### src/rtl/fb_text_pkg.sv
// fb_text_pkg: geometry, character codes and FSM states for the text framebuffer writer
package fb_text_pkg;
  localparam int COLS = 98;
  localparam int ROWS = 35;
  localparam int FB_ADDR_W = 12;
  localparam int FB_CELLS = COLS * ROWS;
  localparam logic [7:0] BLANK_CHAR = 8'h00;
  localparam logic [7:0] CH_LF = 8'h0A;
  localparam logic [7:0] CH_CR = 8'h0D;
  localparam logic [7:0] CH_BS = 8'h08;
  typedef enum logic [2:0] {INIT_CLR, IDLE, PUT, LINE_CLR, SCREEN_CLR} state_t;
endpackage

### src/rtl/fb_fill_seq.sv
// fb_fill_seq: emits count ascending writes of din from base, one per cycle, with a done pulse
module fb_fill_seq
  import fb_text_pkg::*;
(
  input  logic                 clk,
  input  logic                 rst_n,
  input  logic                 start,
  input  logic [FB_ADDR_W-1:0] base,
  input  logic [FB_ADDR_W-1:0] count,
  input  logic [7:0]           din,
  output logic [FB_ADDR_W-1:0] addr,
  output logic [7:0]           data,
  output logic                 we,
  output logic                 done
);
  logic [FB_ADDR_W-1:0] rem;
  assign done = we && rem == '0;
  // start wins over done so a new run can follow the last write with no gap
  always_ff @(posedge clk or negedge rst_n) begin
    if (!rst_n) begin
      addr <= '0;
      data <= '0;
      we   <= 1'b0;
      rem  <= '0;
    end else if (start) begin
      addr <= base;
      data <= din;
      we   <= 1'b1;
      rem  <= count - 1'b1;
    end else if (done) begin
      we <= 1'b0;
    end else if (we) begin
      addr <= addr + 1'b1;
      rem  <= rem - 1'b1;
    end
  end
endmodule

### src/rtl/fb_text_writer.sv
// fb_text_writer: ASCII stream to text framebuffer writes with cursor, wrap and clearing
module fb_text_writer
  import fb_text_pkg::*;
(
  input  logic                 clk,
  input  logic                 rst_n,
  input  logic [7:0]           char_data,
  input  logic                 char_valid,
  output logic                 char_ready,
  input  logic                 clear_req,
  output logic [7:0]           framebuffer_data,
  output logic [FB_ADDR_W-1:0] framebuffer_addr,
  output logic                 framebuffer_write_enable,
  output logic [6:0]           cursor_col,
  output logic [5:0]           cursor_row,
  output logic                 busy
);
  state_t state;
  logic [FB_ADDR_W-1:0] row_base, nxt_base, cur_addr, fill_base, fill_count;
  logic [7:0] fill_data;
  logic [5:0] nxt_row;
  logic clr_pend, wrap, fill_start, fill_done, do_clr, accept, printable;
  assign nxt_row    = cursor_row == 6'(ROWS - 1) ? '0 : cursor_row + 6'd1;
  assign nxt_base   = cursor_row == 6'(ROWS - 1) ? '0 : row_base + FB_ADDR_W'(COLS);
  assign cur_addr   = row_base + FB_ADDR_W'(cursor_col);
  assign do_clr     = state == IDLE && (clear_req || clr_pend);
  assign char_ready = state == IDLE && !clear_req && !clr_pend;
  assign accept     = char_valid && char_ready;
  assign printable  = char_data != CH_LF && char_data != CH_CR && char_data != CH_BS;
  always_comb begin
    fill_start = 1'b1;
    fill_base  = '0;
    fill_count = FB_ADDR_W'(1);
    fill_data  = BLANK_CHAR;
    if (do_clr || (state == INIT_CLR && !framebuffer_write_enable))
      fill_count = FB_ADDR_W'(FB_CELLS);
    else if (accept && char_data == CH_LF) begin
      fill_base  = nxt_base;
      fill_count = FB_ADDR_W'(COLS);
    end else if (accept && char_data == CH_BS && cursor_col != '0)
      fill_base = cur_addr - 1'b1;
    else if (accept && printable) begin
      fill_base = cur_addr;
      fill_data = char_data;
    end else if (state == PUT && fill_done && wrap) begin
      fill_base  = row_base;
      fill_count = FB_ADDR_W'(COLS);
    end else
      fill_start = 1'b0;
  end
  always_ff @(posedge clk or negedge rst_n) begin
    if (!rst_n) begin
      state      <= INIT_CLR;
      busy       <= 1'b1;
      cursor_col <= '0;
      cursor_row <= '0;
      row_base   <= '0;
      clr_pend   <= 1'b0;
      wrap       <= 1'b0;
    end else begin
      if (clear_req && state != IDLE) clr_pend <= 1'b1;
      case (state)
        IDLE: begin
          if (do_clr) begin
            state    <= SCREEN_CLR;
            busy     <= 1'b1;
            clr_pend <= 1'b0;
          end else if (accept) begin
            if (char_data == CH_CR) cursor_col <= '0;
            else if (char_data == CH_LF) begin
              cursor_col <= '0;
              cursor_row <= nxt_row;
              row_base   <= nxt_base;
              state      <= LINE_CLR;
              busy       <= 1'b1;
            end else if (char_data == CH_BS) begin
              if (cursor_col != '0) begin
                cursor_col <= cursor_col - 7'd1;
                wrap       <= 1'b0;
                state      <= PUT;
                busy       <= 1'b1;
              end
            end else begin
              wrap  <= cursor_col == 7'(COLS - 1);
              state <= PUT;
              busy  <= 1'b1;
              if (cursor_col == 7'(COLS - 1)) begin
                cursor_col <= '0;
                cursor_row <= nxt_row;
                row_base   <= nxt_base;
              end else
                cursor_col <= cursor_col + 7'd1;
            end
          end
        end
        PUT: if (fill_done) begin
          state <= wrap ? LINE_CLR : IDLE;
          busy  <= wrap;
        end
        LINE_CLR: if (fill_done) begin
          state <= IDLE;
          busy  <= 1'b0;
        end
        default: if (fill_done) begin
          state      <= IDLE;
          busy       <= 1'b0;
          cursor_col <= '0;
          cursor_row <= '0;
          row_base   <= '0;
        end
      endcase
    end
  end
  fb_fill_seq u_fill (
    .clk   (clk),
    .rst_n (rst_n),
    .start (fill_start),
    .base  (fill_base),
    .count (fill_count),
    .din   (fill_data),
    .addr  (framebuffer_addr),
    .data  (framebuffer_data),
    .we    (framebuffer_write_enable),
    .done  (fill_done)
  );
endmodule

### config.mk
export PLATFORM = sky130hd
export DESIGN_NAME = fb_text_writer
export DESIGN_NICKNAME = d
export VERILOG_FILES = /design/src/rtl/fb_text_pkg.sv /design/src/rtl/fb_fill_seq.sv /design/src/rtl/fb_text_writer.sv
export SDC_FILE = /design/constraint.sdc
export NUM_CORES = 1
export LEC_CHECK = 0
export CORE_ASPECT_RATIO = 0.8
export CORE_UTILIZATION = 62
export DETAILED_ROUTE_END_ITERATION = 12
export GPL_TIMING_DRIVEN = 0
export PLACE_DENSITY_LB_ADDON = 0.1
export SLEW_MARGIN = 5
export SYNTH_ARGS = -nofsm -noshare
export SYNTH_HDL_FRONTEND = slang
export SYNTH_SLANG_ARGS = --single-unit
### constraint.sdc
create_clock -name clk -period 7.5 [get_ports clk]
set_input_delay 1.125 -clock clk [delete_from_list [all_inputs] [get_ports clk]]
set_output_delay 1.125 -clock clk [all_outputs]
set_load 0.05 [all_outputs]
==> flow_summary.json, run 1 <==
{
  "cp-startpoint": "char_data[4]",
  "drcViolationCount": 0,
  "multi_input_area_sq_um": 2890,
  "finalSetupViolCount": 0,
  "p_int_uw": 539,
  "ys_types": 76,
  "path_cells": "clkdlybuf4s50_1 -> nor4_2 -> nand4_1 -> nor2_1 -> nor3_1 -> o21ai_0 -> ha_1 -> clkbuf_1 -> o211ai_1 -> and2_1 -> a31o_1 -> a21oi_1",
  "p_comb_frac": 0.028,
  "clock_path_buffers": 2,
  "required_ns": 7.78,
  "clock_latency_ns": 0.36,
  "path_delay_family": "simple AND/OR/NAND/NOR gates",
  "cts-buffers-inserted": 9,
  "seq_area_frac_synth": 0.343,
  "min_period_ns": 4.34,
  "rr_worst_depth": 13,
  "die_height_um": 79.7,
  "drive_above_1_share": 0.0673,
  "r2r_start": "cursor_col[0]$_DFFE_PN0P_",
  "power_switching_uw": 155,
  "worstSetupPathType": "primary input to flip-flop",
  "design.core.area_sq_um": 7090,
  "cts.sinks": 64,
  "outcome": "finished clean",
  "slowest_stage": "nor4_2",
  "overflow": 0,
  "avgViaCountPerCell": 6.84,
  "cts_tree": "done",
  "tightest_slew_ns": 0.901,
  "track_usage": 0.367,
  "async_flop_share": 1.00,
  "rows": 27,
  "wl_per_cell_um": 19.2,
  "first_pass_iters": 5,
  "fillers": 505,
  "fp.dieW_um": 99.1,
  "holdWs_ns": 0.492,
  "cp_max_fo": 8,
  "antenna_found_initial": 0,
  "crit_buf_inv": 2,
  "cts-resized-gates": 0,
  "endpoint": "u_fill.rem[10]$_DFFE_PN0P_",
  "first_global_vias": 4545,
  "relSlewSlack": 0.398,
  "fin_ws_ns": 3.16,
  "synth.top_cell.area_share": 0.337,
  "area_growth_pct": 16.7,
  "pwr-share-clk": 0.474,
  "placed_cells": 695,
  "final_max_slew_viol_count": 0,
  "path_depth": 12,
  "ios": 48,
  "ys_ff_latch": 64,
  "stdcell_count": 711,
  "rsz0062_at_grt": "false",
  "pre_cts_ws_ns": 2.88,
  "htreeDepth": 3,
  "numPortBuffers": 46,
  "vias": 4864,
  "netlist_area_sq_um": 4670,
  "slowest_delay_ns": 0.51,
  "place.gp.congestion": 1.00,
  "worst_setup_path_start_kind": "primary input",
  "p_leak_uw": 0.00222,
  "yosysTopAreaCell": "dfrtp_1",
  "syn_area_per_cell_sq_um": 8.32,
  "hold_path_class": "flip-flop to flip-flop",
  "seq_area_sq_um": 1600,
  "synth_edf_count": 0,
  "tns_ns": 0,
  "hold_viol": 0,
  "period_share": 0.578,
  "synthesis.instances": 562,
  "post_cts_buffers": 0,
  "diodes": 0,
  "dr.first_iter.drc_count": 420,
  "grt_max_degree": 65,
  "yosysMostFrequentCell": "dfrtp_1",
  "fp.dieArea_sq_um": 7890,
  "synth.area.top_cells": "dfrtp_1 (34%), nor2_1 (4.3%), ha_1 (4.3%), nand2_1 (3.8%), o21ai_1 (3.6%)",
  "peakVddDrop_uv": 117,
  "yosysWarnings": 0,
  "arrival_ns": 4.62,
  "max_freq_mhz": 231,
  "hpwl_um": 9920,
  "endpoint_kind": "flip-flop",
  "ys_top_cells_by_count": "dfrtp_1 (63), nor2_1 (54), nand2_1 (47)",
  "p_per_area_nw_per_um2": 127,
  "grt_pass1_wl_um": 22200,
  "finalInstanceArea_sq_um": 5450,
  "ant_nets": 0,
  "skew_ns": 0.0134,
  "r2r_end": "u_fill.rem[10]$_DFFE_PN0P_",
  "post_dp_cell_area_sq_um": 5240,
  "p_seq_frac": 0.498,
  "nets": 648,
  "synth.net_count": 591,
  "synthFlopType": "dfrtp_1",
  "wirelength_um": 13600,
  "start_util": 0.659,
  "switching_share": 0.223,
  "clk_pin_slew_ns": 0.07,
  "maxCapViolCount": 0,
  "cts_root_buf": "clkbuf_8",
  "reg2reg_slack_ns": 4.02,
  "cts-hold-fix-buffers": 0
}
## power groups by stage
stage / combinational [uW] / sequential (uW) / clock, uW
after floorplan: 4.22 / 352 / 0
after global placement: 19.4 / 352 / 0
after detailed placement: 19.7 / 352 / 0
after CTS: 19.8 / 345 / 332
after global routing: 22.0 / 345 / 348
final: 19.4 / 345 / 329
## stage by stage
stage | util | total power [uW]
detailed placement | 0.739 | 371
global placement | 0.739 | 371
CTS | 0.769 | 696
floorplan | - | 356
global route | 0.769 | 715
finish | 0.769 | 693
## logic make-up (layout without fill, tap and decap cells)
| group | Yosys count | after routing | synth area share |
|---|---|---|---|
| AO/OA/AOI/OAI | 186 | 186 | 0.271 |
| flip-flops | 64 | 64 | 0.343 |
| multiplexers | 2 | 2 | 0.00455 |
| adder cells (fa/ha/maj) | 17 | 17 | 0.0471 |
| AND/OR/NAND/NOR | 228 | 228 | 0.251 |
| buffers and inverters | 41 | 103 | 0.0380 |
| XOR/XNOR | 24 | 24 | 0.0450 |
## cells in the final DEF (no fill, tap or decap), types with 12 or more instances in the layout
master,instances
clkbuf_1,20
nor2_1,54
nand3_1,22
clkdlybuf4s50_1,45
nand2_1,47
o31ai_1,13
nor3_1,26
inv_1,15
dfrtp_1,63
o21ai_0,18
xor2_1,15
o21a_1,12
o21ai_1,34
ha_1,16
a21oi_1,29
## per-layer routing
| layer | GRT usage | vias up | wire length (um) |
|---|---|---|---|
| li1 | - | 2225 | - |
| met1 | 0.500 | 2307 | 5840 |
| met2 | 0.570 | 294 | 6020 |
| met3 | 0.0954 | 38 | 1420 |
| met4 | 0.128 | 0 | 334 |
| met5 | 0 | - | 0 |
## state kept, by name (all words and copies together), names as in the netlist
signal,count
u_fill.rem,12
busy,1
clr_pend,1
state,3
cursor_row,6
u_fill.data,8
row_base,12
wrap,1
u_fill.addr,12
cursor_col,7
u_fill.we,1
## layout make-up
type	count	share of cell area
Multi-Input combinational cell	457	0.531
Sequential cell	64	0.294
Timing Repair Buffer	46	0.0840
Clock buffer	11	0.0241
Buffer	26	0.0223
Tap cell	87	0.0200
Clock inverter	5	0.0149
Inverter	15	0.0103
## worst reg2reg max path, delay by kind of cell (launching register included)
kind            cells  cell delay [ns]
compound gates      7             1.72
flops               1             0.49
simple gates        2             0.45
fa+ha+maj           2             0.42
buf+inv             2             0.33
## worst min-delay path by stage
stage | to | startpoint | slack, ns | cells past startpoint
floorplan | wrap$_DFFE_PN0P_ | wrap$_DFFE_PN0P_ | 0.46 | 2
global placement | u_fill.data[3]$_DFFE_PN0N_ | u_fill.data[3]$_DFFE_PN0N_ | 0.47 | 2
detailed placement | u_fill.data[3]$_DFFE_PN0N_ | u_fill.data[3]$_DFFE_PN0N_ | 0.48 | 2
CTS | u_fill.data[3]$_DFFE_PN0N_ | u_fill.data[3]$_DFFE_PN0N_ | 0.50 | 2
global route | u_fill.data[1]$_DFFE_PN0N_ | u_fill.data[1]$_DFFE_PN0N_ | 0.52 | 2
finish | u_fill.data[3]$_DFFE_PN0N_ | u_fill.data[3]$_DFFE_PN0N_ | 0.49 | 2
Power figures use the tool's default switching activity.
==> inputs of run 2 (changes only) <==
- CORE_UTILIZATION: 62 -> 52
- clock period: 7.5 -> 3.87 ns (I/O delays scaled with it)
==> flow_summary.json, run 2 (synthesis gave the netlist of run 1 again) <==
{
  "nets": 648,
  "fp.dieW_um": 108,
  "max_freq_mhz": 280,
  "cp_max_fo": 8,
  "skew_ns": 0.0130,
  "overflow": 0,
  "finalInstanceArea_sq_um": 5490,
  "diodes": 0,
  "post_dp_cell_area_sq_um": 5270,
  "drive_above_1_share": 0.0721,
  "hold_path_class": "primary input to asynchronous set/reset pin",
  "endpoint_kind": "flip-flop",
  "outcome": "finished clean",
  "grt_pass1_wl_um": 22100,
  "avgViaCountPerCell": 6.39,
  "peakVddDrop_uv": 190,
  "final_max_slew_viol_count": 0,
  "vias": 4706,
  "clock_path_buffers": 2,
  "design.core.area_sq_um": 8600,
  "place.gp.congestion": 0.965,
  "ant_nets": 0,
  "hold_viol": 0,
  "numPortBuffers": 46,
  "antenna_found_initial": 0,
  "rows": 30,
  "area_growth_pct": 17.4,
  "wirelength_um": 13900,
  "arrival_ns": 3.85,
  "mostFrequentLayoutCells": "dfrtp_1 (63), nor2_1 (53), nand2_1 (47)",
  "tightest_slew_ns": 0.881,
  "r2r_start": "state[1]$_DFFE_PN0P_",
  "maxCapViolCount": 0,
  "die_height_um": 86.8,
  "start_util": 0.544,
  "layout_commonest_cell": "dfrtp_1",
  "clock_latency_ns": 0.37,
  "track_usage": 0.311,
  "drcViolationCount": 0,
  "seq_area_sq_um": 1600,
  "cts.sinks": 64,
  "finalSetupViolCount": 0,
  "reg2reg_slack_ns": 0.48,
  "dr.first_iter.drc_count": 371,
  "min_period_ns": 3.57,
  "cts_root_buf": "clkbuf_8",
  "holdWs_ns": 0.301,
  "hpwl_um": 10200,
  "required_ns": 4.15,
  "period_share": 0.922,
  "htreeDepth": 3,
  "ios": 48,
  "fillers": 763,
  "cts-buffers-inserted": 9,
  "relSlewSlack": 0.412,
  "multi_input_area_sq_um": 2910,
  "first_global_vias": 4328,
  "grt_max_degree": 65,
  "cts_tree": "done",
  "clk_pin_slew_ns": 0.08,
  "worst_setup_path_start_kind": "primary input",
  "p_per_area_nw_per_um2": 240,
  "rsz0062_at_grt": "false",
  "cp-startpoint": "char_data[4]",
  "largest_registers": "row_base x12, u_fill.addr x12, u_fill.rem x12",
  "wl_per_cell_um": 18.9,
  "fp.dieArea_sq_um": 9370,
  "p_leak_uw": 0.00221,
  "worstSetupPathType": "primary input to flip-flop",
  "first_pass_iters": 5
}
==> run 2: metrics by stage <==
stage	util	worst slack, ns	power, uW	instances	TNS [ns]
floorplan	-	0.820	690	562	0
global placement	0.614	-0.139	719	720	-0.216
detailed placement	0.613	-0.234	720	720	-0.345
CTS	0.637	0.112	1330	736	0
global route	0.639	0.0603	1360	736	0
finish	0.639	0.301	1320	736	0
==> run 2: layer usage <==
layer,global-route usage,vias up,part of all wire,routed length (um)
met5,0,-,0,0
met4,0.110,0,0.016,219
met3,0.0692,23,0.069,960
met2,0.490,186,0.45,6290
met1,0.420,2275,0.46,6420
li1,-,2222,-,-
==> run 2: path summary, 6_finish.rpt <==
path | to | cells past startpoint
worst max register to register | u_fill.rem[10]$_DFFE_PN0P_ | 12
min in group clk | u_fill.data[1]$_DFFE_PN0N_ | 2
worst max-delay path | u_fill.rem[10]$_DFFE_PN0P_ | 12
worst min-delay path | u_fill.data[2]$_DFFE_PN0N_ | 1
max in group asynchronous | u_fill.addr[1]$_DFFE_PN0P_ | 1
worst min register to register | u_fill.data[1]$_DFFE_PN0N_ | 2
==> run 2: timing repair <==
action                     4_1_cts  5_1_grt
buffers inserted                 0        0
resized for setup                0        2
hold buffers                     0        0
setup endpoints to repair        0        2
==> run 2: cell type report <==
cell class	count	share of cell area
inverter	15	0.0103
timing repair buffer	46	0.0834
multi-input combinational	457	0.529
clock buffer	10	0.0251
tap	112	0.0255
sequential	64	0.292
clock inverter	6	0.0123
buffer	26	0.0221
==> run 2: worst max-delay path: stages <==
cell,delay (ns)
clkdlybuf4s50_1,0.49
nor4_4,0.41
nand4_1,0.34
nor2_2,0.34
nor3_1,0.17
o21ai_0,0.19
ha_1,0.18
clkbuf_1,0.28
o211ai_1,0.25
and2_1,0.25
a31o_1,0.20
a21oi_1,0.16
==> run 2: power by group <==
group	internal (uW)	switching (uW)	total, uW
clock	317	292	609
sequential	668	0.0000000000000115	668
combinational	12.5	26.3	38.8
total	998	319	1320
